`src/rtl/pipe_pkg.sv`:
```
// Shared types for the pipeline hazard controller.
// State encoding and forwarding-select codes.
package pipe_pkg;

  typedef enum logic {
    RUN     = 1'b0,
    MC_WAIT = 1'b1
  } state_e;

  localparam logic [1:0] FWD_RF = 2'b00;
  localparam logic [1:0] FWD_W  = 2'b01;
  localparam logic [1:0] FWD_M  = 2'b10;

  // M is newer than W, so it wins when both match
  function automatic logic [1:0] fwd_enc(
    input logic hit_m,
    input logic hit_w
  );
    if (hit_m) begin
      return FWD_M;
    end else if (hit_w) begin
      return FWD_W;
    end else begin
      return FWD_RF;
    end
  endfunction

endpackage

```
`src/rtl/pipe_hazard_ctrl_if.sv`:
```
// Datapath <-> hazard controller bundle.
// master: pipeline side, slave: controller side.
interface pipe_hazard_ctrl_if #(
  parameter int REG_W = 4
);

  logic [REG_W-1:0] ra1_d;
  logic [REG_W-1:0] ra2_d;
  logic [REG_W-1:0] ra1_e;
  logic [REG_W-1:0] ra2_e;
  logic [REG_W-1:0] wa_e;
  logic [REG_W-1:0] wa_m;
  logic [REG_W-1:0] wa_w;
  logic             regwrite_e;
  logic             regwrite_m;
  logic             regwrite_w;
  logic             memtoreg_e;
  logic             branch_taken_e;
  logic             mc_start_e;
  logic             mc_done;

  logic             stall_f;
  logic             stall_d;
  logic             stall_e;
  logic             flush_d;
  logic             flush_e;
  logic             flush_m;
  logic [1:0]       fwd_a_e;
  logic [1:0]       fwd_b_e;
  logic             mc_busy;
  logic             mc_timeout;

  modport master (
    output ra1_d, ra2_d, ra1_e, ra2_e,
    output wa_e, wa_m, wa_w,
    output regwrite_e, regwrite_m, regwrite_w,
    output memtoreg_e, branch_taken_e,
    output mc_start_e, mc_done,
    input  stall_f, stall_d, stall_e,
    input  flush_d, flush_e, flush_m,
    input  fwd_a_e, fwd_b_e,
    input  mc_busy, mc_timeout
  );

  modport slave (
    input  ra1_d, ra2_d, ra1_e, ra2_e,
    input  wa_e, wa_m, wa_w,
    input  regwrite_e, regwrite_m, regwrite_w,
    input  memtoreg_e, branch_taken_e,
    input  mc_start_e, mc_done,
    output stall_f, stall_d, stall_e,
    output flush_d, flush_e, flush_m,
    output fwd_a_e, fwd_b_e,
    output mc_busy, mc_timeout
  );

endinterface

```
`src/rtl/pipe_fwd_unit.sv`:
```
// Compares one source register against the M and W writers.
// Yields per-stage hits and the encoded operand select.
module pipe_fwd_unit
  import pipe_pkg::*;
#(
  parameter int REG_W  = 4,
  parameter int PC_REG = 15
) (
  input  logic [REG_W-1:0] ra,
  input  logic [REG_W-1:0] wa_m,
  input  logic [REG_W-1:0] wa_w,
  input  logic             regwrite_m,
  input  logic             regwrite_w,
  output logic             hit,
  output logic [1:0]       sel
);

  logic not_pc;
  logic hit_m;
  logic hit_w;

  assign not_pc = (ra != REG_W'(PC_REG));
  assign hit_m  = regwrite_m && (wa_m == ra) && not_pc;
  assign hit_w  = regwrite_w && (wa_w == ra) && not_pc;
  assign hit    = hit_m || hit_w;
  assign sel    = fwd_enc(hit_m, hit_w);

endmodule

```
`src/rtl/pipe_hazard_ctrl.sv`:
```
// 5-stage hazard controller: stall/flush, forwarding, mul/div wait FSM.
// Define PIPE_HAZARD_FWD_EN for forwarding; otherwise D-stage hits stall.
module pipe_hazard_ctrl
  import pipe_pkg::*;
#(
  parameter int REG_W      = 4,
  parameter int PC_REG     = 15,
  parameter int MC_TIMEOUT = 32
) (
  input  logic               clk,
  input  logic               reset,
  pipe_hazard_ctrl_if.slave  hz
);

  localparam int CNT_W = (MC_TIMEOUT > 2) ? $clog2(MC_TIMEOUT) : 1;
  localparam logic [CNT_W-1:0] CNT_MAX = CNT_W'(MC_TIMEOUT - 1);

  state_e           state_q, state_d;
  logic [CNT_W-1:0] cnt_q, cnt_d;
  logic             mc_timeout_q, mc_timeout_d;

  logic             hit_e_1d;
  logic             hit_e_2d;
  logic             d_hazard;
  logic [1:0]       fwd_a;
  logic [1:0]       fwd_b;

  assign hit_e_1d = hz.regwrite_e && (hz.wa_e == hz.ra1_d) &&
                    (hz.ra1_d != REG_W'(PC_REG));
  assign hit_e_2d = hz.regwrite_e && (hz.wa_e == hz.ra2_d) &&
                    (hz.ra2_d != REG_W'(PC_REG));

`ifdef PIPE_HAZARD_FWD_EN
  logic hit_a_unused;
  logic hit_b_unused;

  pipe_fwd_unit #(
    .REG_W  (REG_W),
    .PC_REG (PC_REG)
  ) u_fwd_a (
    .ra         (hz.ra1_e),
    .wa_m       (hz.wa_m),
    .wa_w       (hz.wa_w),
    .regwrite_m (hz.regwrite_m),
    .regwrite_w (hz.regwrite_w),
    .hit        (hit_a_unused),
    .sel        (fwd_a)
  );

  pipe_fwd_unit #(
    .REG_W  (REG_W),
    .PC_REG (PC_REG)
  ) u_fwd_b (
    .ra         (hz.ra2_e),
    .wa_m       (hz.wa_m),
    .wa_w       (hz.wa_w),
    .regwrite_m (hz.regwrite_m),
    .regwrite_w (hz.regwrite_w),
    .hit        (hit_b_unused),
    .sel        (fwd_b)
  );

  assign d_hazard = hz.memtoreg_e && (hit_e_1d || hit_e_2d);
`else
  logic       hit_mw_1d;
  logic       hit_mw_2d;
  logic [1:0] sel_1d_unused;
  logic [1:0] sel_2d_unused;
  logic       nofwd_unused;

  // Same comparators, aimed at D: any older writer forces a stall
  pipe_fwd_unit #(
    .REG_W  (REG_W),
    .PC_REG (PC_REG)
  ) u_hit_1d (
    .ra         (hz.ra1_d),
    .wa_m       (hz.wa_m),
    .wa_w       (hz.wa_w),
    .regwrite_m (hz.regwrite_m),
    .regwrite_w (hz.regwrite_w),
    .hit        (hit_mw_1d),
    .sel        (sel_1d_unused)
  );

  pipe_fwd_unit #(
    .REG_W  (REG_W),
    .PC_REG (PC_REG)
  ) u_hit_2d (
    .ra         (hz.ra2_d),
    .wa_m       (hz.wa_m),
    .wa_w       (hz.wa_w),
    .regwrite_m (hz.regwrite_m),
    .regwrite_w (hz.regwrite_w),
    .hit        (hit_mw_2d),
    .sel        (sel_2d_unused)
  );

  assign nofwd_unused = ^{hz.ra1_e, hz.ra2_e, hz.memtoreg_e};
  assign fwd_a        = FWD_RF;
  assign fwd_b        = FWD_RF;
  assign d_hazard     = hit_e_1d || hit_e_2d || hit_mw_1d || hit_mw_2d;
`endif

  always_comb begin
    state_d      = state_q;
    cnt_d        = cnt_q;
    mc_timeout_d = mc_timeout_q;
    hz.stall_f   = 1'b0;
    hz.stall_d   = 1'b0;
    hz.stall_e   = 1'b0;
    hz.flush_d   = 1'b0;
    hz.flush_e   = 1'b0;
    hz.flush_m   = 1'b0;
    hz.fwd_a_e   = fwd_a;
    hz.fwd_b_e   = fwd_b;
    if (reset) begin
      hz.flush_d = 1'b1;
      hz.flush_e = 1'b1;
      hz.flush_m = 1'b1;
      hz.fwd_a_e = FWD_RF;
      hz.fwd_b_e = FWD_RF;
    end else begin
      unique case (state_q)
        RUN: begin
          if (hz.branch_taken_e) begin
            hz.flush_d = 1'b1;
            hz.flush_e = 1'b1;
          end else if (d_hazard) begin
            hz.stall_f = 1'b1;
            hz.stall_d = 1'b1;
            hz.flush_e = 1'b1;
          end else if (hz.mc_start_e) begin
            state_d = MC_WAIT;
            cnt_d   = '0;
          end
        end
        MC_WAIT: begin
          // E holds the mc op; a bubble drains into M meanwhile
          hz.stall_f = 1'b1;
          hz.stall_d = 1'b1;
          hz.stall_e = 1'b1;
          hz.flush_m = 1'b1;
          if (hz.mc_done) begin
            state_d = RUN;
          end else if (cnt_q == CNT_MAX) begin
            state_d      = RUN;
            mc_timeout_d = 1'b1;
          end else begin
            cnt_d = cnt_q + 1'b1;
          end
        end
        default: state_d = RUN;
      endcase
    end
  end

  always_ff @(posedge clk) begin
    if (reset) begin
      state_q      <= RUN;
      cnt_q        <= '0;
      mc_timeout_q <= 1'b0;
    end else begin
      state_q      <= state_d;
      cnt_q        <= cnt_d;
      mc_timeout_q <= mc_timeout_d;
    end
  end

  assign hz.mc_busy    = (state_q == MC_WAIT) && !reset;
  assign hz.mc_timeout = mc_timeout_q;

endmodule

```
`src/flat_wrapper.sv`:
```
// flat-port wrapper written by rule: the top's interface ports become plain ports
module pipe_hazard_ctrl_flat import pipe_pkg::*;
#(
  parameter int REG_W      = 4,
  parameter int PC_REG     = 15,
  parameter int MC_TIMEOUT = 32
)
  (clk, reset, hz_ra1_d, hz_ra2_d, hz_ra1_e, hz_ra2_e, hz_wa_e, hz_wa_m, hz_wa_w, hz_regwrite_e, hz_regwrite_m, hz_regwrite_w, hz_memtoreg_e, hz_branch_taken_e, hz_mc_start_e, hz_mc_done, hz_stall_f, hz_stall_d, hz_stall_e, hz_flush_d, hz_flush_e, hz_flush_m, hz_fwd_a_e, hz_fwd_b_e, hz_mc_busy, hz_mc_timeout);
  pipe_hazard_ctrl_if #(.REG_W(REG_W)) hz_i ();
  input  logic clk;
  input  logic reset;
  input wire logic [$bits(hz_i.ra1_d)-1:0] hz_ra1_d;
  input wire logic [$bits(hz_i.ra2_d)-1:0] hz_ra2_d;
  input wire logic [$bits(hz_i.ra1_e)-1:0] hz_ra1_e;
  input wire logic [$bits(hz_i.ra2_e)-1:0] hz_ra2_e;
  input wire logic [$bits(hz_i.wa_e)-1:0] hz_wa_e;
  input wire logic [$bits(hz_i.wa_m)-1:0] hz_wa_m;
  input wire logic [$bits(hz_i.wa_w)-1:0] hz_wa_w;
  input wire logic [$bits(hz_i.regwrite_e)-1:0] hz_regwrite_e;
  input wire logic [$bits(hz_i.regwrite_m)-1:0] hz_regwrite_m;
  input wire logic [$bits(hz_i.regwrite_w)-1:0] hz_regwrite_w;
  input wire logic [$bits(hz_i.memtoreg_e)-1:0] hz_memtoreg_e;
  input wire logic [$bits(hz_i.branch_taken_e)-1:0] hz_branch_taken_e;
  input wire logic [$bits(hz_i.mc_start_e)-1:0] hz_mc_start_e;
  input wire logic [$bits(hz_i.mc_done)-1:0] hz_mc_done;
  output wire logic [$bits(hz_i.stall_f)-1:0] hz_stall_f;
  output wire logic [$bits(hz_i.stall_d)-1:0] hz_stall_d;
  output wire logic [$bits(hz_i.stall_e)-1:0] hz_stall_e;
  output wire logic [$bits(hz_i.flush_d)-1:0] hz_flush_d;
  output wire logic [$bits(hz_i.flush_e)-1:0] hz_flush_e;
  output wire logic [$bits(hz_i.flush_m)-1:0] hz_flush_m;
  output wire logic [$bits(hz_i.fwd_a_e)-1:0] hz_fwd_a_e;
  output wire logic [$bits(hz_i.fwd_b_e)-1:0] hz_fwd_b_e;
  output wire logic [$bits(hz_i.mc_busy)-1:0] hz_mc_busy;
  output wire logic [$bits(hz_i.mc_timeout)-1:0] hz_mc_timeout;
  assign hz_i.ra1_d = hz_ra1_d;
  assign hz_i.ra2_d = hz_ra2_d;
  assign hz_i.ra1_e = hz_ra1_e;
  assign hz_i.ra2_e = hz_ra2_e;
  assign hz_i.wa_e = hz_wa_e;
  assign hz_i.wa_m = hz_wa_m;
  assign hz_i.wa_w = hz_wa_w;
  assign hz_i.regwrite_e = hz_regwrite_e;
  assign hz_i.regwrite_m = hz_regwrite_m;
  assign hz_i.regwrite_w = hz_regwrite_w;
  assign hz_i.memtoreg_e = hz_memtoreg_e;
  assign hz_i.branch_taken_e = hz_branch_taken_e;
  assign hz_i.mc_start_e = hz_mc_start_e;
  assign hz_i.mc_done = hz_mc_done;
  assign hz_stall_f = hz_i.stall_f;
  assign hz_stall_d = hz_i.stall_d;
  assign hz_stall_e = hz_i.stall_e;
  assign hz_flush_d = hz_i.flush_d;
  assign hz_flush_e = hz_i.flush_e;
  assign hz_flush_m = hz_i.flush_m;
  assign hz_fwd_a_e = hz_i.fwd_a_e;
  assign hz_fwd_b_e = hz_i.fwd_b_e;
  assign hz_mc_busy = hz_i.mc_busy;
  assign hz_mc_timeout = hz_i.mc_timeout;
  pipe_hazard_ctrl #(.REG_W(REG_W), .PC_REG(PC_REG), .MC_TIMEOUT(MC_TIMEOUT)) u_core (.clk(clk), .reset(reset), .hz(hz_i));
endmodule
```
`config.mk`:
```
export PLATFORM = sky130hd
export DESIGN_NAME = pipe_hazard_ctrl_flat
export DESIGN_NICKNAME = d
export VERILOG_FILES = /design/src/rtl/pipe_pkg.sv /design/src/rtl/pipe_hazard_ctrl_if.sv /design/src/rtl/pipe_fwd_unit.sv /design/src/rtl/pipe_hazard_ctrl.sv /design/src/flat_wrapper.sv
export SDC_FILE = /design/constraint.sdc
export NUM_CORES = 1
export LEC_CHECK = 0
export ABC_AREA = 1
export CELL_PAD_IN_SITES_DETAIL_PLACEMENT = 1
export CELL_PAD_IN_SITES_GLOBAL_PLACEMENT = 2
export CORE_ASPECT_RATIO = 0.5
export CORE_MARGIN = 10
export CORE_UTILIZATION = 30
export CTS_CLUSTER_SIZE = 10
export DETAILED_ROUTE_END_ITERATION = 6
export DONT_BUFFER_PORTS = 1
export GPL_TIMING_DRIVEN = 0
export PLACE_DENSITY_LB_ADDON = 0.1
export SYNTH_ARGS = -nofsm -noshare
export SYNTH_HDL_FRONTEND = slang
export SYNTH_SLANG_ARGS = --single-unit
```
`constraint.sdc`:
```
create_clock -name clk -period 4 [get_ports clk]
set_clock_uncertainty 0.1 [all_clocks]
set_input_delay 1 -clock clk [delete_from_list [all_inputs] [get_ports clk]]
set_output_delay 1 -clock clk [all_outputs]
set_load 0.005 [all_outputs]
```
# Yosys cells after proc, flatten, opt, wreduce, memory -nomap -nowiden
# Index checks and enable logic that the tools add are counted.
# word_totals
reg_bits	7
inputBits	37
output_inout_bits	12
wordCells	66
# classes
n_addsub	1
n_eq_ne	14
mux	25
bitwise	2
reduce_logical	21
# op_table
operator	n
5-bit 2-to-1 mux	5
4-bit == test	6
1-bit 2-to-1 mux	17
1-bit logical AND	13
2-bit != test, second input constant	5
5-bit one-hot mux with 2 select lines	1
4-bit != test, second input constant	2
5-bit by 1-bit adder with 5-bit output, second input constant	1
5-bit == test, second input constant	1
1-bit logical OR	5
5-bit AND reduction	1
1-bit one-hot mux with 2 select lines	2
3-bit AND reduction	1
1-bit inverter	2
1-bit logical NOT	1

# Longest topological paths before layout
# Gate-level depths: netlist of the first run.
# logic_depth
depth_word	10
mapped_depth	11
depth_no_buf	11

# Modules after synthesis
# A second synthesis of the first run with hierarchy kept.
# hier_totals
cells_unflattened	194
hier_area_um2	1086.0
# by_module_without_submodules
mod	instances	cells_each	area_each_um2
pipe_hazard_ctrl	1	106	640.6
pipe_fwd_unit	2	44	222.7

# Least setup slack after synthesis of the first run
# No wires, ideal clock.
# synth_timing
path_type	input-to-output
from	in hz_wa_m[0]
to	out hz_stall_f
t_arrival_ps	1899
required_time_ps	2900
slack_ps	1001
path_stages	11
n_path_buf	1
path_cell_list	inv_1 -> nand2_1 -> nand2_1 -> nor2_1 -> nand3_1 -> nand2_1 -> nand2_2 -> nand3_2 -> inv_1 -> a21oi_1 -> buf_4
# synth_between
elab_chain_cells	10
elab_cells_between_ends	14
classes_between	eq/ne: 2; mux: 4; reduce/logical: 8
# synth_lines
element	line	rtl
start, declared	flat_wrapper.sv:17	input wire logic [$bits(hz_i.wa_m)-1:0] hz_wa_m;
4-bit == test	pipe_fwd_unit.sv:23	assign hit_m = regwrite_m && (wa_m == ra) && not_pc;
1-bit logical AND (2 in a row)	pipe_fwd_unit.sv:23	
1-bit logical OR	pipe_fwd_unit.sv:25	assign hit = hit_m || hit_w;
1-bit logical OR	pipe_hazard_ctrl.sv:101	assign d_hazard = hit_e_1d || hit_e_2d || hit_mw_1d || hit_mw_2d;
1-bit logical OR *	pipe_hazard_ctrl.sv:101	
1-bit 2-to-1 mux * (2 in a row)	-	
1-bit one-hot mux with 2 select lines *	-	
1-bit 2-to-1 mux *	-	
end, declared	flat_wrapper.sv:26	output wire logic [$bits(hz_i.stall_f)-1:0] hz_stall_f;
# Mark *: on every way between the ends. The rest lies on a longest branch, timed or not.

# Final worst setup path of the first run
# Ends and elaborated chain as after synthesis.

==> results.py, run 1 <==
metrics = {
    "hold_path": {
        "hp-start": "u_core.cnt_q[2]$_SDFFE_PP0P_",
        "min_path_type": "flop to flop",
    },
    "floorplan": {
        "start_util_pct": 31.5,
        "rows": 14,
        "fp.dieH_um": 59.8,
        "ios": 49,
        "coreArea_mm2": 0.00301,
        "dieArea_mm2": 0.00595,
        "die_w_um": 99.5,
    },
    "yosys": {
        "yosysTopAreaCell": "nand2_1",
        "ys_seq_elements": 7,
        "synth.top_cell.area_share_pct": 24.1,
        "yosys_warnings": 0,
        "yosysSeqAreaShare_pct": 14.8,
        "syn_area_um2": 948,
        "synthCells": 176,
        "synth.area.top_cells": "nand2_1, dfxtp_1, nor2_1, inv_1, xnor2_1",
        "postSynthAreaPerCell_um2": 5.39,
        "yosysUniqueCellTypes": 23,
    },
    "timing": {
        "final-setup-viol-count": 0,
        "rsz0062_at_grt": "no",
        "maxSlewViolCount": 0,
        "setup_tns_ns": 0,
        "fin_ws_ns": 0.814,
        "finalCriticalPeriod_ns": 3.19,
        "fin_crit_sh_pct": 79.6,
        "finalHoldViolCount": 0,
        "fmax_ghz": 0.314,
    },
    "placement": {
        "portBuffers": 0,
        "place_inst": 219,
        "preCtsSetupSlack_ns": 0.780,
        "gp_congestion": 0.742,
        "dp_hpwl_um": 2430,
    },
    "critical_path": {
        "end_kind": "output port",
        "required_ns": 2.90,
        "crit_fanout": 4,
        "crit_type": "primary input to output port",
        "worst_ep_arrival_time_ns": 2.09,
        "r2r-start": "u_core.cnt_q[0]$_SDFFE_PP0P_",
        "critPathLaunch": "hz_wa_m[0]",
        "crit_path_start_kind": "primary input",
    },
    "routing": {
        "drcViolationCount": 0,
        "firstDrtPassIters": 3,
        "num_vias": 1020,
        "ant_nets": 0,
        "wl_um": 2760,
        "routedWlPerCell_um": 12.4,
        "drt_iter0_markers": 14,
        "avgViaCountPerCell": 4.57,
    },
    "power_and_ir_drop": {
        "finalPower_w": 0.000252,
        "static-leakage-power_nw": 0.592,
        "power_density_mw_per_mm2": 239,
        "ir_drop_v": 0.000224,
    },
    "global_route": {
        "antenna_found_initial": 0,
        "track_usage_pct": 9.63,
        "grt_pass1_wl_um": 4890,
        "grt_max_degree": 10,
        "grt_overflow": 0,
        "first_global_vias": 1075,
    },
    "clock_tree": {
        "post_cts_buffers": 0,
        "cts_sinks": 7,
        "cts_buffers": 3,
        "clk_pin_slew_ns": 0.04,
        "cts_max_level": 1,
        "cts_tree": "built",
        "max-clock-path-buffers": 2,
        "post_cts_resized": 0,
        "worstSkewPairLatency_ns": 0.23,
        "cts_root_buf": "clkbuf_8",
        "cts_hold_buf": 0,
    },
    "final_layout": {
        "register_area_um2": 140,
        "nFillCells": 435,
        "drive_gt1_share_pct": 9.84,
        "final_net_count": 223,
        "insertedDiodeCount": 0,
        "multi_input_area_um2": 661,
        "area_growth_pct": 11.2,
        "instances_no_fill": 223,
    },
    "job": {
        "max_cap_violations": 0,
    },
    "status": {
        "status": "completed",
    },
}
## kinds of logic after synthesis
family	share of synthesized area, %
and+or+nand+nor	51.6
buffers and inverters	16.8
AOI/OAI and AO/OA	6.46
xor gates and xnor gates	7.39
DFF	14.8
adders and majority gates	2.64
other	0.395
## synth_stat cells
cell type	instances
a21boi_0	1
a21oi_1	4
a31oi_1	2
buf_4	6
clkbuf_2	1
clkinv_1	1
conb_1	1
dfxtp_1	7
ha_1	2
inv_1	28
nand2_1	61
nand2_2	2
nand2_4	1
nand3_1	11
nand3_2	1
nand4_1	4
nand4_4	1
nor2_1	30
nor2_2	2
o21ai_0	1
o21ai_4	1
xnor2_1	7
xor2_1	1
## power by group
group	internal (W)	switching (W)
Clock	0.0000690	0.0000309
Sequential	0.0000740	0.00000267
Combinational	0.0000316	0.0000438
Total	0.000175	0.0000774
## metal layers
layer,routed length (um),global-route usage (%)
met1,1220,11.4
met2,1350,17.1
met3,189,2.88
met4,9,1.83
met5,0,0
## state kept, by name, summed over array words and instances, names as in the netlist
register	flops
u_core.hz.mc_timeout	1
u_core.cnt_q	5
u_core.state_q	1
## cells in the final DEF, fill, tap and decap left out, drive strengths merged, types with 5 or more instances in the layout
master  count
nor2       32
xnor2       7
buf         6
inv        28
nand4       5
nand2      64
dfxtp       7
clkbuf      5
nand3      12
## worst max-delay path: stages
cell and delay [ns]:
inv_1 0.05, nand2_1 0.06, nand2_1 0.05, nor2_1 0.12, nand3_1 0.10, nand2_1 0.09
nand2_2 0.08, nand3_2 0.11, inv_1 0.06, a21oi_1 0.21, buf_4 0.16
## cell type report
| type | count | share of cell area (%) |
|---|---|---|
| Multi-Input combinational cell | 136 | 62.6 |
| Sequential cell | 7 | 13.3 |
| Inverter | 29 | 10.3 |
| Buffer | 7 | 4.74 |
| Tap cell | 40 | 4.74 |
| Clock buffer | 4 | 4.27 |
## through the flow
stage                     cell area [um^2]  util [%]  hold slack [ns]
after floorplan                        960         -            0.361
final                                 1050      35.0            0.411
after CTS                             1050      35.0            0.420
after detailed placement              1010      33.5            0.400
after global placement                1010      33.5            0.391
after global routing                  1050      35.0            0.446
## path summary, 6_finish.rpt
check	end	slack, ns	cells past startpoint
max reg2reg	u_core.cnt_q[4]$_SDFFE_PP0P_	2.29	8
min reg2reg	u_core.cnt_q[2]$_SDFFE_PP0P_	0.41	2
min	u_core.cnt_q[2]$_SDFFE_PP0P_	0.41	2
max	hz_stall_f	0.81	11
Note: power is estimated with default switching activity, not from simulation.
==> run 2, diff against run 1 <==
CORE_UTILIZATION = 28   (was 30)
clock period = 3 ns   (was 4 ns; I/O delays follow)
==> results.py, run 2 (synthesis gave the netlist of run 1 again) <==
metrics = {
    "placement": {
        "gp_congestion": 0.714,
        "place_inst": 219,
        "dp_hpwl_um": 2450,
        "portBuffers": 0,
    },
    "final_layout": {
        "layout_commonest_cell": "nand2_1",
        "insertedDiodeCount": 0,
        "largest_reg_flops": 5,
        "regMostFlops": "u_core.cnt_q",
        "drive_gt1_share_pct": 9.84,
        "final_cell_mix": "nand2_1, nor2_1, inv_1, nand3_1",
        "final_net_count": 223,
        "area_growth_pct": 11.2,
        "instances_no_fill": 223,
    },
    "clock_tree": {
        "worstSkewPairLatency_ns": 0.23,
        "cts_max_level": 1,
        "clk_pin_slew_ns": 0.04,
        "cts_buffers": 3,
        "cts_root_buf": "clkbuf_8",
        "cts_tree": "built",
        "cts_sinks": 7,
        "post_cts_resized": 0,
        "post_cts_buffers": 0,
        "cts_hold_buf": 0,
        "max-clock-path-buffers": 2,
    },
    "global_route": {
        "first_global_vias": 1002,
        "grt_max_degree": 10,
        "grt_pass1_wl_um": 4520,
        "antenna_found_initial": 0,
        "grtUsageMet1_pct": 9.41,
        "grt_overflow": 0,
        "use_met2_pct": 16.1,
        "grt.busiest_layer": "met2",
        "grt_use_met3_pct": 4.25,
        "track_usage_pct": 8.93,
    },
    "routing": {
        "ant_nets": 0,
        "routedWlPerCell_um": 12.4,
        "firstDrtPassIters": 2,
        "num_vias": 989,
        "wl_um": 2760,
        "drt_iter0_markers": 6,
        "drcViolationCount": 0,
        "avgViaCountPerCell": 4.43,
    },
    "power_and_ir_drop": {
        "ir_drop_v": 0.000269,
        "power_density_mw_per_mm2": 315,
        "seq_power_share_pct": 30.7,
        "switching_share_pct": 30.1,
        "pwr-share-clk_pct": 39.3,
        "combPwrFrac_pct": 30.0,
        "p_switching_w": 0.000100,
        "internal_power_w": 0.000233,
        "static-leakage-power_nw": 0.592,
    },
    "timing": {
        "finalHoldViolCount": 0,
        "holdWs_ns": 0.405,
        "rsz0062_at_grt": "no",
        "final-setup-viol-count": 0,
        "fin_crit_sh_pct": 89.8,
        "finalCriticalPeriod_ns": 2.69,
        "maxSlewViolCount": 0,
        "fmax_ghz": 0.371,
        "setup_tns_ns": 0,
    },
    "floorplan": {
        "start_util_pct": 30.4,
        "coreArea_mm2": 0.00312,
        "ios": 49,
        "dieArea_mm2": 0.00626,
        "die_w_um": 102,
        "fp.dieH_um": 61.2,
        "rows": 14,
    },
    "critical_path": {
        "critPathLaunch": "hz_wa_m[0]",
        "worst_ep_arrival_time_ns": 1.84,
        "r2r-start": "u_core.cnt_q[0]$_SDFFE_PP0P_",
        "crit_fanout": 4,
        "end_kind": "output port",
        "crit_path_start_kind": "primary input",
        "required_ns": 2.15,
        "crit_type": "primary input to output port",
    },
    "job": {
        "max_cap_violations": 0,
    },
    "hold_path": {
        "hp-start": "u_core.hz.mc_timeout$_SDFFE_PP0P_",
        "min_path_type": "flop to flop",
    },
    "status": {
        "status": "completed",
    },
}
[run 2: cell counts in the layout (fill, tap and decap cells not counted)]
Identical to the previous run, type by type.
[run 2: power by group through the flow]
stage	Clock, W	Combinational [W]	Sequential, W
2_1_floorplan	0	0.0000853	0.000103
3_3_place_gp	0	0.0000997	0.000104
3_5_place_dp	0	0.000102	0.000104
4_1_cts	0.000134	0.000102	0.000102
5_1_grt	0.000143	0.000117	0.000103
6_report	0.000131	0.0000996	0.000102
[run 2: final timing paths]
kind | end | slack, ns | cells past startpoint
worst max-delay path | hz_stall_f | 0.31 | 11
worst min register to register | u_core.hz.mc_timeout$_SDFFE_PP0P_ | 0.40 | 2
worst max register to register | u_core.cnt_q[4]$_SDFFE_PP0P_ | 1.30 | 8
worst min-delay path | u_core.hz.mc_timeout$_SDFFE_PP0P_ | 0.40 | 2
[run 2: worst max-delay path, cell delays in order]
cell and delay (ns):
inv_1 0.05, nand2_1 0.06, nand2_1 0.05, nor2_1 0.13, nand3_1 0.10, nand2_1 0.09, nand2_2 0.08, nand3_2 0.11
inv_1 0.06, a21oi_1 0.22, buf_4 0.16
[run 2: through the flow]
step	worst slack [ns]	instance area, um^2	power, W	util, %
final	0.306	1050	0.000333	33.8
after floorplan	0.501	960	0.000188	-
after global placement	0.275	1010	0.000203	32.4
after global routing	0.140	1050	0.000363	33.8
after CTS	0.250	1050	0.000338	33.8
after detailed placement	0.255	1010	0.000206	32.4
[run 2: per-layer routing]
metal	part of all wire [%]	wire length [um]
met1	43	1180
met2	46	1270
met3	11	299
met4	0.44	12
met5	0	0
[run 2: layout make-up]
| class | count | area [um^2] |
|---|---|---|
| inverters | 29 | 109 |
| flip-flops and latches | 7 | 140 |
| clock buffers | 4 | 45.0 |
| plain buffers | 7 | 50.0 |
| fillers | 452 | 2060 |
| multi-input cells | 136 | 661 |
| well taps | 40 | 50.0 |
==> run 3, diff against run 2 <==
CORE_UTILIZATION = 29   (was 28)
CTS_BUF_LIST = sky130_fd_sc_hd__clkbuf_4   (was unset)
HOLD_SLACK_MARGIN = 0.15   (was unset)
==> results.py, run 3 (synthesis gave the netlist of run 1 again) <==
metrics = {
    "status": {
        "status": "completed",
    },
    "critical_path": {
        "end_kind": "output port",
        "required_ns": 2.15,
        "crit_path_start_kind": "primary input",
        "crit_type": "primary input to output port",
        "crit_fanout": 4,
        "worst_ep_arrival_time_ns": 1.85,
    },
    "timing": {
        "finalHoldViolCount": 0,
        "rsz0062_at_grt": "no",
        "fmax_ghz": 0.371,
        "fin_ws_ns": 0.302,
        "finalCriticalPeriod_ns": 2.70,
        "setup_tns_ns": 0,
        "fin_crit_sh_pct": 89.9,
        "maxSlewViolCount": 0,
        "final-setup-viol-count": 0,
    },
    "routing": {
        "wl_um": 2810,
        "firstDrtPassIters": 3,
        "routedWlPerCell_um": 12.6,
        "drt_iter0_markers": 7,
        "drcViolationCount": 0,
        "ant_nets": 0,
        "num_vias": 1008,
        "avgViaCountPerCell": 4.52,
    },
    "final_layout": {
        "final_util_pct": 33.9,
        "regMostFlops": "u_core.cnt_q",
        "nFillCells": 428,
        "insertedDiodeCount": 0,
        "final_net_count": 223,
        "final_cell_mix": "nand2_1, nor2_1, inv_1, nand3_1",
        "multi_input_area_um2": 661,
        "register_area_um2": 140,
        "drive_gt1_share_pct": 10.4,
        "layout_commonest_cell": "nand2_1",
        "largest_reg_flops": 5,
        "area_growth_pct": 9.63,
    },
    "floorplan": {
        "start_util_pct": 30.9,
        "die_w_um": 101,
        "fp.dieH_um": 60.4,
        "rows": 14,
        "ios": 49,
        "dieArea_mm2": 0.00610,
        "coreArea_mm2": 0.00307,
    },
    "placement": {
        "dp_hpwl_um": 2460,
        "preCtsSetupSlack_ns": 0.268,
        "portBuffers": 0,
        "gp_congestion": 0.760,
    },
    "power_and_ir_drop": {
        "combPwrFrac_pct": 33.2,
        "ir_drop_v": 0.000215,
        "p_switching_w": 0.000102,
        "static-leakage-power_nw": 0.588,
        "internal_power_w": 0.000201,
        "power_density_mw_per_mm2": 291,
        "seq_power_share_pct": 33.6,
        "pwr-share-clk_pct": 33.1,
        "switching_share_pct": 33.7,
    },
    "clock_tree": {
        "clk_pin_slew_ns": 0.05,
        "post_cts_resized": 0,
        "cts_buffers": 3,
        "cts_sinks": 7,
        "cts_hold_buf": 0,
        "cts_tree": "built",
        "cts_max_level": 1,
        "cts_root_buf": "clkbuf_4",
        "post_cts_buffers": 0,
        "worstSkewPairLatency_ns": 0.26,
        "max-clock-path-buffers": 2,
    },
    "global_route": {
        "first_global_vias": 1002,
        "grt_overflow": 0,
        "grt_max_degree": 10,
        "grt_pass1_wl_um": 4610,
        "antenna_found_initial": 0,
        "track_usage_pct": 9.20,
    },
    "hold_path": {
        "min_path_type": "flop to flop",
    },
    "job": {
        "max_cap_violations": 0,
    },
}
## run 3: layout make-up
class                   instances  share of cell area (%)
inverters                      29                    10.5
clock buffers                   4                    2.89
well taps                      40                    4.81
flip-flops and latches          7                    13.5
plain buffers                   7                    4.81
multi-input cells             136                    63.5
## run 3: final timing paths
| kind | startpoint | end | slack [ns] | cells after the start |
|---|---|---|---|---|
| worst min-delay path | u_core.hz.mc_timeout$_SDFFE_PP0P_ | u_core.hz.mc_timeout$_SDFFE_PP0P_ | 0.41 | 2 |
| worst min register to register | u_core.hz.mc_timeout$_SDFFE_PP0P_ | u_core.hz.mc_timeout$_SDFFE_PP0P_ | 0.41 | 2 |
| worst max-delay path | hz_wa_m[0] | hz_stall_f | 0.30 | 11 |
| worst max register to register | u_core.cnt_q[0]$_SDFFE_PP0P_ | u_core.cnt_q[1]$_SDFFE_PP0P_ | 1.30 | 8 |
## run 3: worst max-delay path, stage by stage
cell and delay [ns]:
inv_1 0.05, nand2_1 0.06, nand2_1 0.05, nor2_1 0.14
nand3_1 0.10, nand2_1 0.09, nand2_2 0.08, nand3_2 0.12
inv_1 0.06, a21oi_1 0.21, buf_4 0.15
## run 3: layer usage
metal  routed length, um  vias up  GRT usage, %
met3                 237        5          3.85
met4                  32        0          3.00
li1                    -      538             -
met1                1210      446          9.82
met5                   0        -             0
met2                1330       19          16.5
## run 3: stage by stage
step,instance area [um^2],cells,hold WS [ns],power [W]
2_1_floorplan,960,179,0.361,0.000188
4_1_cts,1040,223,0.423,0.000309
5_1_grt,1040,223,0.432,0.000332
3_3_place_gp,1010,219,0.392,0.000203
6_report,1040,223,0.410,0.000302
3_5_place_dp,1010,219,0.413,0.000206
## run 3: power groups by stage
stage | Clock, W | Combinational [W] | Sequential (W)
finish | 0.000100 | 0.000101 | 0.000102
global placement | 0 | 0.0000996 | 0.000104
floorplan | 0 | 0.0000853 | 0.000103
global route | 0.000112 | 0.000118 | 0.000102
detailed placement | 0 | 0.000102 | 0.000104
CTS | 0.000105 | 0.000102 | 0.000102
